<file path="src/rtl/pzbcm_multi_fifo_pkg.sv">
`default_nettype none
// +--------------------------------------------------------------------------+
// | pzbcm_multi_fifo_pkg: status-flag type and decode shared by multi FIFO   |
// | Rev 1.0                                                                  |
// +--------------------------------------------------------------------------+
package pzbcm_multi_fifo_pkg;

  typedef struct packed {
    logic empty;
    logic almost_full;
    logic full;
  } s_status_flag;

  function automatic s_status_flag get_status_flag(
    input int count,
    input int threshold,
    input int depth
  );
    s_status_flag flag;
    flag.empty       = (count == 0);
    flag.almost_full = (count >= threshold);
    flag.full        = (count >= depth);
    return flag;
  endfunction

endpackage
`default_nettype wire

</file>
<file path="src/rtl/pzbcm_multi_fifo_channel_state.sv">
`default_nettype none
// +--------------------------------------------------------------------------+
// | pzbcm_multi_fifo_channel_state: occupancy, local pointers and flags of   |
// | one logical FIFO partition. Rev 1.0                                      |
// +--------------------------------------------------------------------------+
module pzbcm_multi_fifo_channel_state
  import pzbcm_multi_fifo_pkg::*;
#(
  parameter int DEPTH         = 8,
  parameter int THRESHOLD     = DEPTH,
  parameter int FLAG_FF_OUT   = 1,
  localparam int COUNT_WIDTH   = $clog2(DEPTH + 1),
  localparam int POINTER_WIDTH = (DEPTH >= 2) ? $clog2(DEPTH) : 1
)(
  input  logic                     i_clk,
  input  logic                     i_rst_n,
  input  logic                     i_clear,
  input  logic                     i_push,
  input  logic                     i_pop,
  output logic [COUNT_WIDTH-1:0]   o_word_count,
  output logic [POINTER_WIDTH-1:0] o_write_pointer,
  output logic [POINTER_WIDTH-1:0] o_read_pointer,
  output s_status_flag             o_flag
);

  logic [COUNT_WIDTH-1:0]   r_word_count;
  logic [COUNT_WIDTH-1:0]   w_next_count;
  logic [POINTER_WIDTH-1:0] r_write_pointer;
  logic [POINTER_WIDTH-1:0] r_read_pointer;
  logic [POINTER_WIDTH-1:0] w_next_write_pointer;
  logic [POINTER_WIDTH-1:0] w_next_read_pointer;

  // Partitions need not be a power of two, so wrap explicitly at DEPTH-1.
  function automatic logic [POINTER_WIDTH-1:0] advance(input logic [POINTER_WIDTH-1:0] p);
    if (p == POINTER_WIDTH'(DEPTH - 1)) return '0;
    else                                return p + POINTER_WIDTH'(1);
  endfunction

  always_comb begin
    w_next_count         = r_word_count;
    w_next_write_pointer = r_write_pointer;
    w_next_read_pointer  = r_read_pointer;
    if (i_clear) begin
      w_next_count         = '0;
      w_next_write_pointer = '0;
      w_next_read_pointer  = '0;
    end else begin
      if (i_push) w_next_write_pointer = advance(r_write_pointer);
      if (i_pop)  w_next_read_pointer  = advance(r_read_pointer);
      case ({i_push, i_pop})
        2'b10:   w_next_count = r_word_count + COUNT_WIDTH'(1);
        2'b01:   w_next_count = r_word_count - COUNT_WIDTH'(1);
        default: w_next_count = r_word_count;
      endcase
    end
  end

  always_ff @(posedge i_clk or negedge i_rst_n) begin
    if (!i_rst_n) begin
      r_word_count    <= '0;
      r_write_pointer <= '0;
      r_read_pointer  <= '0;
    end else begin
      r_word_count    <= w_next_count;
      r_write_pointer <= w_next_write_pointer;
      r_read_pointer  <= w_next_read_pointer;
    end
  end

  generate
    if (FLAG_FF_OUT != 0) begin : g_flag_ff
      s_status_flag r_flag;
      always_ff @(posedge i_clk or negedge i_rst_n) begin
        if (!i_rst_n) r_flag <= get_status_flag(0, THRESHOLD, DEPTH);
        else          r_flag <= get_status_flag(int'(w_next_count), THRESHOLD, DEPTH);
      end
      assign o_flag = r_flag;
    end else begin : g_flag_comb
      assign o_flag = get_status_flag(int'(r_word_count), THRESHOLD, DEPTH);
    end
  endgenerate

  assign o_word_count    = r_word_count;
  assign o_write_pointer = r_write_pointer;
  assign o_read_pointer  = r_read_pointer;

endmodule
`default_nettype wire

</file>
<file path="src/rtl/pzbcm_multi_fifo_controller.sv">
`default_nettype none
// +--------------------------------------------------------------------------+
// | pzbcm_multi_fifo_controller: CHANNELS logical FIFOs over one shared RAM  |
// | of CHANNELS*DEPTH words; request decode and address generation. Rev 1.0  |
// +--------------------------------------------------------------------------+
module pzbcm_multi_fifo_controller
  import pzbcm_multi_fifo_pkg::*;
#(
  parameter int CHANNELS          = 4,
  parameter int DEPTH             = 8,
  parameter int THRESHOLD         = DEPTH,
  parameter int FLAG_FF_OUT       = 1,
  parameter int CHANNEL_WIDTH     = (CHANNELS >= 2) ? $clog2(CHANNELS) : 1,
  parameter int RAM_POINTER_WIDTH = (CHANNELS * DEPTH >= 2) ? $clog2(CHANNELS * DEPTH) : 1,
  localparam int WORD_COUNT_WIDTH = $clog2(DEPTH + 1)
)(
  input  logic                                       i_clk,
  input  logic                                       i_rst_n,
  input  logic                                       i_clear,
  input  logic [CHANNELS-1:0]                        i_clear_channel,
  input  logic                                       i_push,
  input  logic [CHANNEL_WIDTH-1:0]                   i_push_channel,
  input  logic                                       i_pop,
  input  logic [CHANNEL_WIDTH-1:0]                   i_pop_channel,
  output logic [CHANNELS-1:0]                        o_empty,
  output logic [CHANNELS-1:0]                        o_almost_full,
  output logic [CHANNELS-1:0]                        o_full,
  output logic [CHANNELS-1:0][WORD_COUNT_WIDTH-1:0]  o_word_count,
  output logic [RAM_POINTER_WIDTH-1:0]               o_write_pointer,
  output logic                                       o_write_to_ram,
  output logic [RAM_POINTER_WIDTH-1:0]               o_read_pointer,
  output logic                                       o_read_from_ram
);

  localparam int LOCAL_POINTER_WIDTH = (DEPTH >= 2) ? $clog2(DEPTH) : 1;

  logic [CHANNELS-1:0]          w_clear;
  logic [CHANNELS-1:0]          w_push;
  logic [CHANNELS-1:0]          w_pop;
  s_status_flag                 w_flag          [CHANNELS];
  logic [RAM_POINTER_WIDTH-1:0] w_write_address [CHANNELS];
  logic [RAM_POINTER_WIDTH-1:0] w_read_address  [CHANNELS];

  generate
    for (genvar i = 0; i < CHANNELS; i++) begin : g_channel
      localparam logic [RAM_POINTER_WIDTH-1:0] c_base = RAM_POINTER_WIDTH'(i * DEPTH);
      logic [LOCAL_POINTER_WIDTH-1:0] w_local_write_pointer;
      logic [LOCAL_POINTER_WIDTH-1:0] w_local_read_pointer;

      // An out-of-range index matches no channel, so such requests vanish here.
      assign w_clear[i] = i_clear || i_clear_channel[i];
      assign w_push[i]  = i_push && (i_push_channel == CHANNEL_WIDTH'(i)) &&
                          !w_flag[i].full && !w_clear[i];
      assign w_pop[i]   = i_pop && (i_pop_channel == CHANNEL_WIDTH'(i)) &&
                          !w_flag[i].empty && !w_clear[i];

      pzbcm_multi_fifo_channel_state #(
        .DEPTH       (DEPTH),
        .THRESHOLD   (THRESHOLD),
        .FLAG_FF_OUT (FLAG_FF_OUT)
      ) u_channel_state (
        .i_clk           (i_clk),
        .i_rst_n         (i_rst_n),
        .i_clear         (w_clear[i]),
        .i_push          (w_push[i]),
        .i_pop           (w_pop[i]),
        .o_word_count    (o_word_count[i]),
        .o_write_pointer (w_local_write_pointer),
        .o_read_pointer  (w_local_read_pointer),
        .o_flag          (w_flag[i])
      );

      assign w_write_address[i] = c_base + RAM_POINTER_WIDTH'(w_local_write_pointer);
      assign w_read_address[i]  = c_base + RAM_POINTER_WIDTH'(w_local_read_pointer);
      assign o_empty[i]         = w_flag[i].empty;
      assign o_almost_full[i]   = w_flag[i].almost_full;
      assign o_full[i]          = w_flag[i].full;
    end
  endgenerate

  always_comb begin
    o_write_pointer = '0;
    o_read_pointer  = '0;
    for (int ch = 0; ch < CHANNELS; ch++) begin
      if (i_push_channel == CHANNEL_WIDTH'(ch)) o_write_pointer = w_write_address[ch];
      if (i_pop_channel == CHANNEL_WIDTH'(ch))  o_read_pointer  = w_read_address[ch];
    end
  end

  assign o_write_to_ram  = |w_push;
  assign o_read_from_ram = |w_pop;

endmodule
`default_nettype wire

</file>
<file path="config.mk">
export PLATFORM = sky130hd
export DESIGN_NAME = pzbcm_multi_fifo_controller
export DESIGN_NICKNAME = d
export VERILOG_FILES = /design/src/rtl/pzbcm_multi_fifo_pkg.sv /design/src/rtl/pzbcm_multi_fifo_channel_state.sv /design/src/rtl/pzbcm_multi_fifo_controller.sv
export SDC_FILE = /design/constraint.sdc
export NUM_CORES = 1
export LEC_CHECK = 0
export ABC_AREA = 1
export BUFFER_PORTS_ARGS = -buffer_cell sky130_fd_sc_hd__buf_2
export CAP_MARGIN = 20
export CORE_MARGIN = 1.5
export CORE_UTILIZATION = 23
export DETAILED_ROUTE_END_ITERATION = 6
export PLACE_DENSITY_LB_ADDON = 0.12
export SLEW_MARGIN = 40
export SYNTH_ARGS = -nofsm -noshare
export SYNTH_HDL_FRONTEND = slang
export SYNTH_HIERARCHICAL = 1
export SYNTH_SLANG_ARGS = --single-unit
export TNS_END_PERCENT = 10
</file>
<file path="constraint.sdc">
create_clock -name i_clk -period 2.43 [get_ports i_clk]
set_clock_uncertainty 0.15 [all_clocks]
set_input_delay 0.243 -clock i_clk [delete_from_list [all_inputs] [get_ports i_clk]]
set_output_delay 0.243 -clock i_clk [all_outputs]
set_load 0.1 [all_outputs]
</file>
==> impl_metrics.env <==
export IMPL_status="complete, no violations"
export IMPL_p_leak_nw=2.27
export IMPL_crit_type="reg -> reg"
export IMPL_final_common_cell="nand2_1"
export IMPL_cpMostUsedCell="inv_1"
export IMPL_power_frac_comb_pct=12.2
export IMPL_setup_worst_path_start_class="register"
export IMPL_seq_power_share_pct=46.1
export IMPL_p_total_mw=1.77
export IMPL_die_x_microns=120
export IMPL_drv_cap=0
export IMPL_final_core_util_pct=29.5
export IMPL_grt_max_degree=49
export IMPL_first_iter_violations=102
export IMPL_numCtsBuffers=5
export IMPL_root_buffer="clkbuf_16"
export IMPL_synth_area_sq_um=3160
export IMPL_die_h_microns=120
export IMPL_relSlewSlack_pct=67.3
export IMPL_yosys_cell_types_count=25
export IMPL_cp_arrival_ps=2370
export IMPL_syn_to_final_growth_pct=24.8
export IMPL_p_clk_share_pct=41.7
export IMPL_synthCells=429
export IMPL_swShare_pct=28.3
export IMPL_cts_htree_levels=2
export IMPL_port_buffers=52
export IMPL_p_sw_mw=0.501
export IMPL_cts_sinks=48
export IMPL_drive_gt1_share_pct=24.0
export IMPL_worst_hold_path_type="in -> reg"
export IMPL_grtUsageTotal_pct=12.4
export IMPL_setup_tns_ps=0
export IMPL_setup_viol=0
export IMPL_dp_slack_ps=-10.6
export IMPL_avgSynthCellArea_sq_um=7.36
export IMPL_cts_tree="done"
export IMPL_antenna_left=0
export IMPL_post_cts_buffers=0
export IMPL_multi_input_area_sq_um=1640
export IMPL_cp_end_kind="register"
export IMPL_grt_overflow=0
export IMPL_cp_slowest_cell="dfrtp_4"
export IMPL_hold_viol=0
export IMPL_r2r_slack_ps=140
export IMPL_path_clk_slew_ps=70
export IMPL_viasPerCell=4.17
export IMPL_cp_top_family="simple AND/OR/NAND/NOR gates"
export IMPL_fin_nets=541
export IMPL_core_area_sq_um=13300
export IMPL_intPower_mw=1.27
export IMPL_stdcell_area_sq_um=3940
export IMPL_ios=53
export IMPL_vias=2821
export IMPL_synth_seq_cells=48
export IMPL_dr_pass1_iters=4
export IMPL_clk_latency_ps=300
export IMPL_crit_buf_inv=3
export IMPL_wirelength_microns=8370
export IMPL_yosys_warnings=6
export IMPL_cp_slowest_stage_delay_ps=480
export IMPL_setup_ws_ps=140
export IMPL_gp_congestion=0.811
export IMPL_synthesis_nets=470
export IMPL_antenna_found_initial=0
export IMPL_r2r_cells=13
export IMPL_num_rows=42
export IMPL_r2r_end="g_channel[1].u_channel_state/o_flag[2]$_DFF_PN1_"
export IMPL_dieArea_sq_um=14400
export IMPL_grt_pass1_wl_microns=13900
export IMPL_cts_buffer_depth=2
export IMPL_final_cells=677
export IMPL_rsz0062_at_grt="false"
export IMPL_holdPathStages=4
export IMPL_hp_start="i_clear_channel[3]"
export IMPL_start_util_pct=23.7
export IMPL_regArea_sq_um=1230
export IMPL_grt_pass1_vias=2771
export IMPL_finalMaxSlewViolations=0
export IMPL_whs_endpoint="g_channel[3].u_channel_state/o_write_pointer[0]$_DFFE_PN0P_"
export IMPL_path_cells="inv_1 -> nand2_1 -> nor2_1 -> inv_1 -> ha_1 -> nor2_1 -> nor2_4 -> ha_1 -> o21ai_0 -> o21ai_0 -> inv_1 -> nand2_1 -> a21oi_2"
export IMPL_tightest_slew_ps=494
export IMPL_final_cell_mix="nand2_1 (107), inv_1 (66), nor2_1 (62), buf_2 (52), dfrtp_1 (40)"
export IMPL_timing_hold_ws_ps=259
export IMPL_period_minus_slack_ps=2290
export IMPL_dp_cells=668
export IMPL_worstPathRequired_ps=2510
export IMPL_peakVddDrop_uv=240
export IMPL_drc=0
export IMPL_place_hpwl_microns=6640
export IMPL_fin_crit_sh_pct=94.2
export IMPL_powerDensity_nw_per_um2=448
export IMPL_timing_rr_start="g_channel[1].u_channel_state/o_flag[0]$_DFF_PN0_"
export IMPL_fillers=1494
export IMPL_avgRoutedWirePerCell_microns=12.4
export IMPL_antennaDiodeCount=0
export IMPL_yosysSeqAreaShare_pct=38.2
export IMPL_cp_max_fo=3
export IMPL_post_dp_cell_area_sq_um=3780
export IMPL_max_freq_mhz=437
## logic make-up after synthesis
| group | after synthesis | share of synthesized area, % |
|---|---|---|
| AO/OA/AOI/OAI | 41 | 7.92 |
| adder cells (fa/ha/maj) | 28 | 11.1 |
| AND/OR/NAND/NOR | 224 | 31.2 |
| flip-flops | 48 | 38.2 |
| buffers and inverters | 84 | 10.5 |
| XOR/XNOR | 4 | 1.11 |
## power by group through the flow
stage | Combinational (mW) | Clock [mW] | Sequential (mW)
final | 0.216 | 0.736 | 0.815
after global routing | 0.236 | 0.797 | 0.815
after CTS | 0.220 | 0.772 | 0.814
after detailed placement | 0.218 | 0 | 0.830
after global placement | 0.218 | 0 | 0.830
after floorplan | 0.104 | 0 | 0.867
## layer usage
metal / vias to the layer above / track usage (%) / share of wire, % / wire (microns)
met5: - / 0 / 0 / 0
met4: 0 / 4.46 / 1.6 / 131
met3: 8 / 2.69 / 3.7 / 309
met2: 46 / 19.3 / 44 / 3670
met1: 1278 / 16.9 / 51 / 4260
li1: 1489 / - / - / -
## layout make-up
| class | instances | share of cell area [%] |
|---|---|---|
| Multi-Input combinational cell | 297 | 41.5 |
| Sequential cell | 48 | 31.2 |
| Timing Repair Buffer | 72 | 10.8 |
| Inverter | 76 | 7.23 |
| Tap cell | 176 | 5.58 |
| Clock buffer | 8 | 3.71 |
## registers in the layout, summed over array words and instances (netlist names)
register and count:
g_channel.u_channel_state/o_flag 8, g_channel.u_channel_state/o_word_count 16, g_channel.u_channel_state/o_read_pointer 12, g_channel.u_channel_state/o_write_pointer 12
## repair_timing
action,in CTS,in global routing
endpoints found under the hold margin,44,0
gates resized for setup,0,5
hold buffers,1,0
endpoints found under the setup margin,0,2
## cells in the mapped netlist (all sizes together)
cell type  instances  area (sq um)
nand2            108           408
nor2              74           318
a21oi             13          80.1
a211oi             4          30.0
inv               75           282
a32o               4          40.0
nand4              6          37.5
dfrtp             44          1100
dfstp              4           105
xor2               4          35.0
or2                3          18.8
nand3             33           205
clkinv             1          3.75
o21ai             20           100
clkbuf             4          15.0
ha                28           350
buf                4          30.0
## worst max-delay path by stage
stage,start,end,slack (ps),cells after the start
after floorplan,g_channel[1].u_channel_state/o_flag[0]$_DFF_PN0_,g_channel[1].u_channel_state/o_flag[2]$_DFF_PN1_,-60,13
after global placement,i_clear,g_channel[1].u_channel_state/o_flag[2]$_DFF_PN1_,-30,14
after detailed placement,i_clear,g_channel[1].u_channel_state/o_flag[2]$_DFF_PN1_,-10,14
after CTS,g_channel[2].u_channel_state/o_flag[0]$_DFF_PN0_,g_channel[2].u_channel_state/o_flag[2]$_DFF_PN1_,130,13
after global routing,g_channel[1].u_channel_state/o_flag[0]$_DFF_PN0_,g_channel[1].u_channel_state/o_flag[2]$_DFF_PN1_,10,13
final,g_channel[1].u_channel_state/o_flag[0]$_DFF_PN0_,g_channel[1].u_channel_state/o_flag[2]$_DFF_PN1_,140,13
## worst reg2reg max path: stages (launching register included)
cell and delay, ps:
dfrtp_4 480, inv_1 60, nand2_1 50, nor2_1 130, inv_1 70, ha_1 220
nor2_1 190, nor2_4 60, ha_1 270, o21ai_0 190, o21ai_0 110, inv_1 60
nand2_1 80, a21oi_2 110
Note: power is estimated with default switching activity, not from simulation.
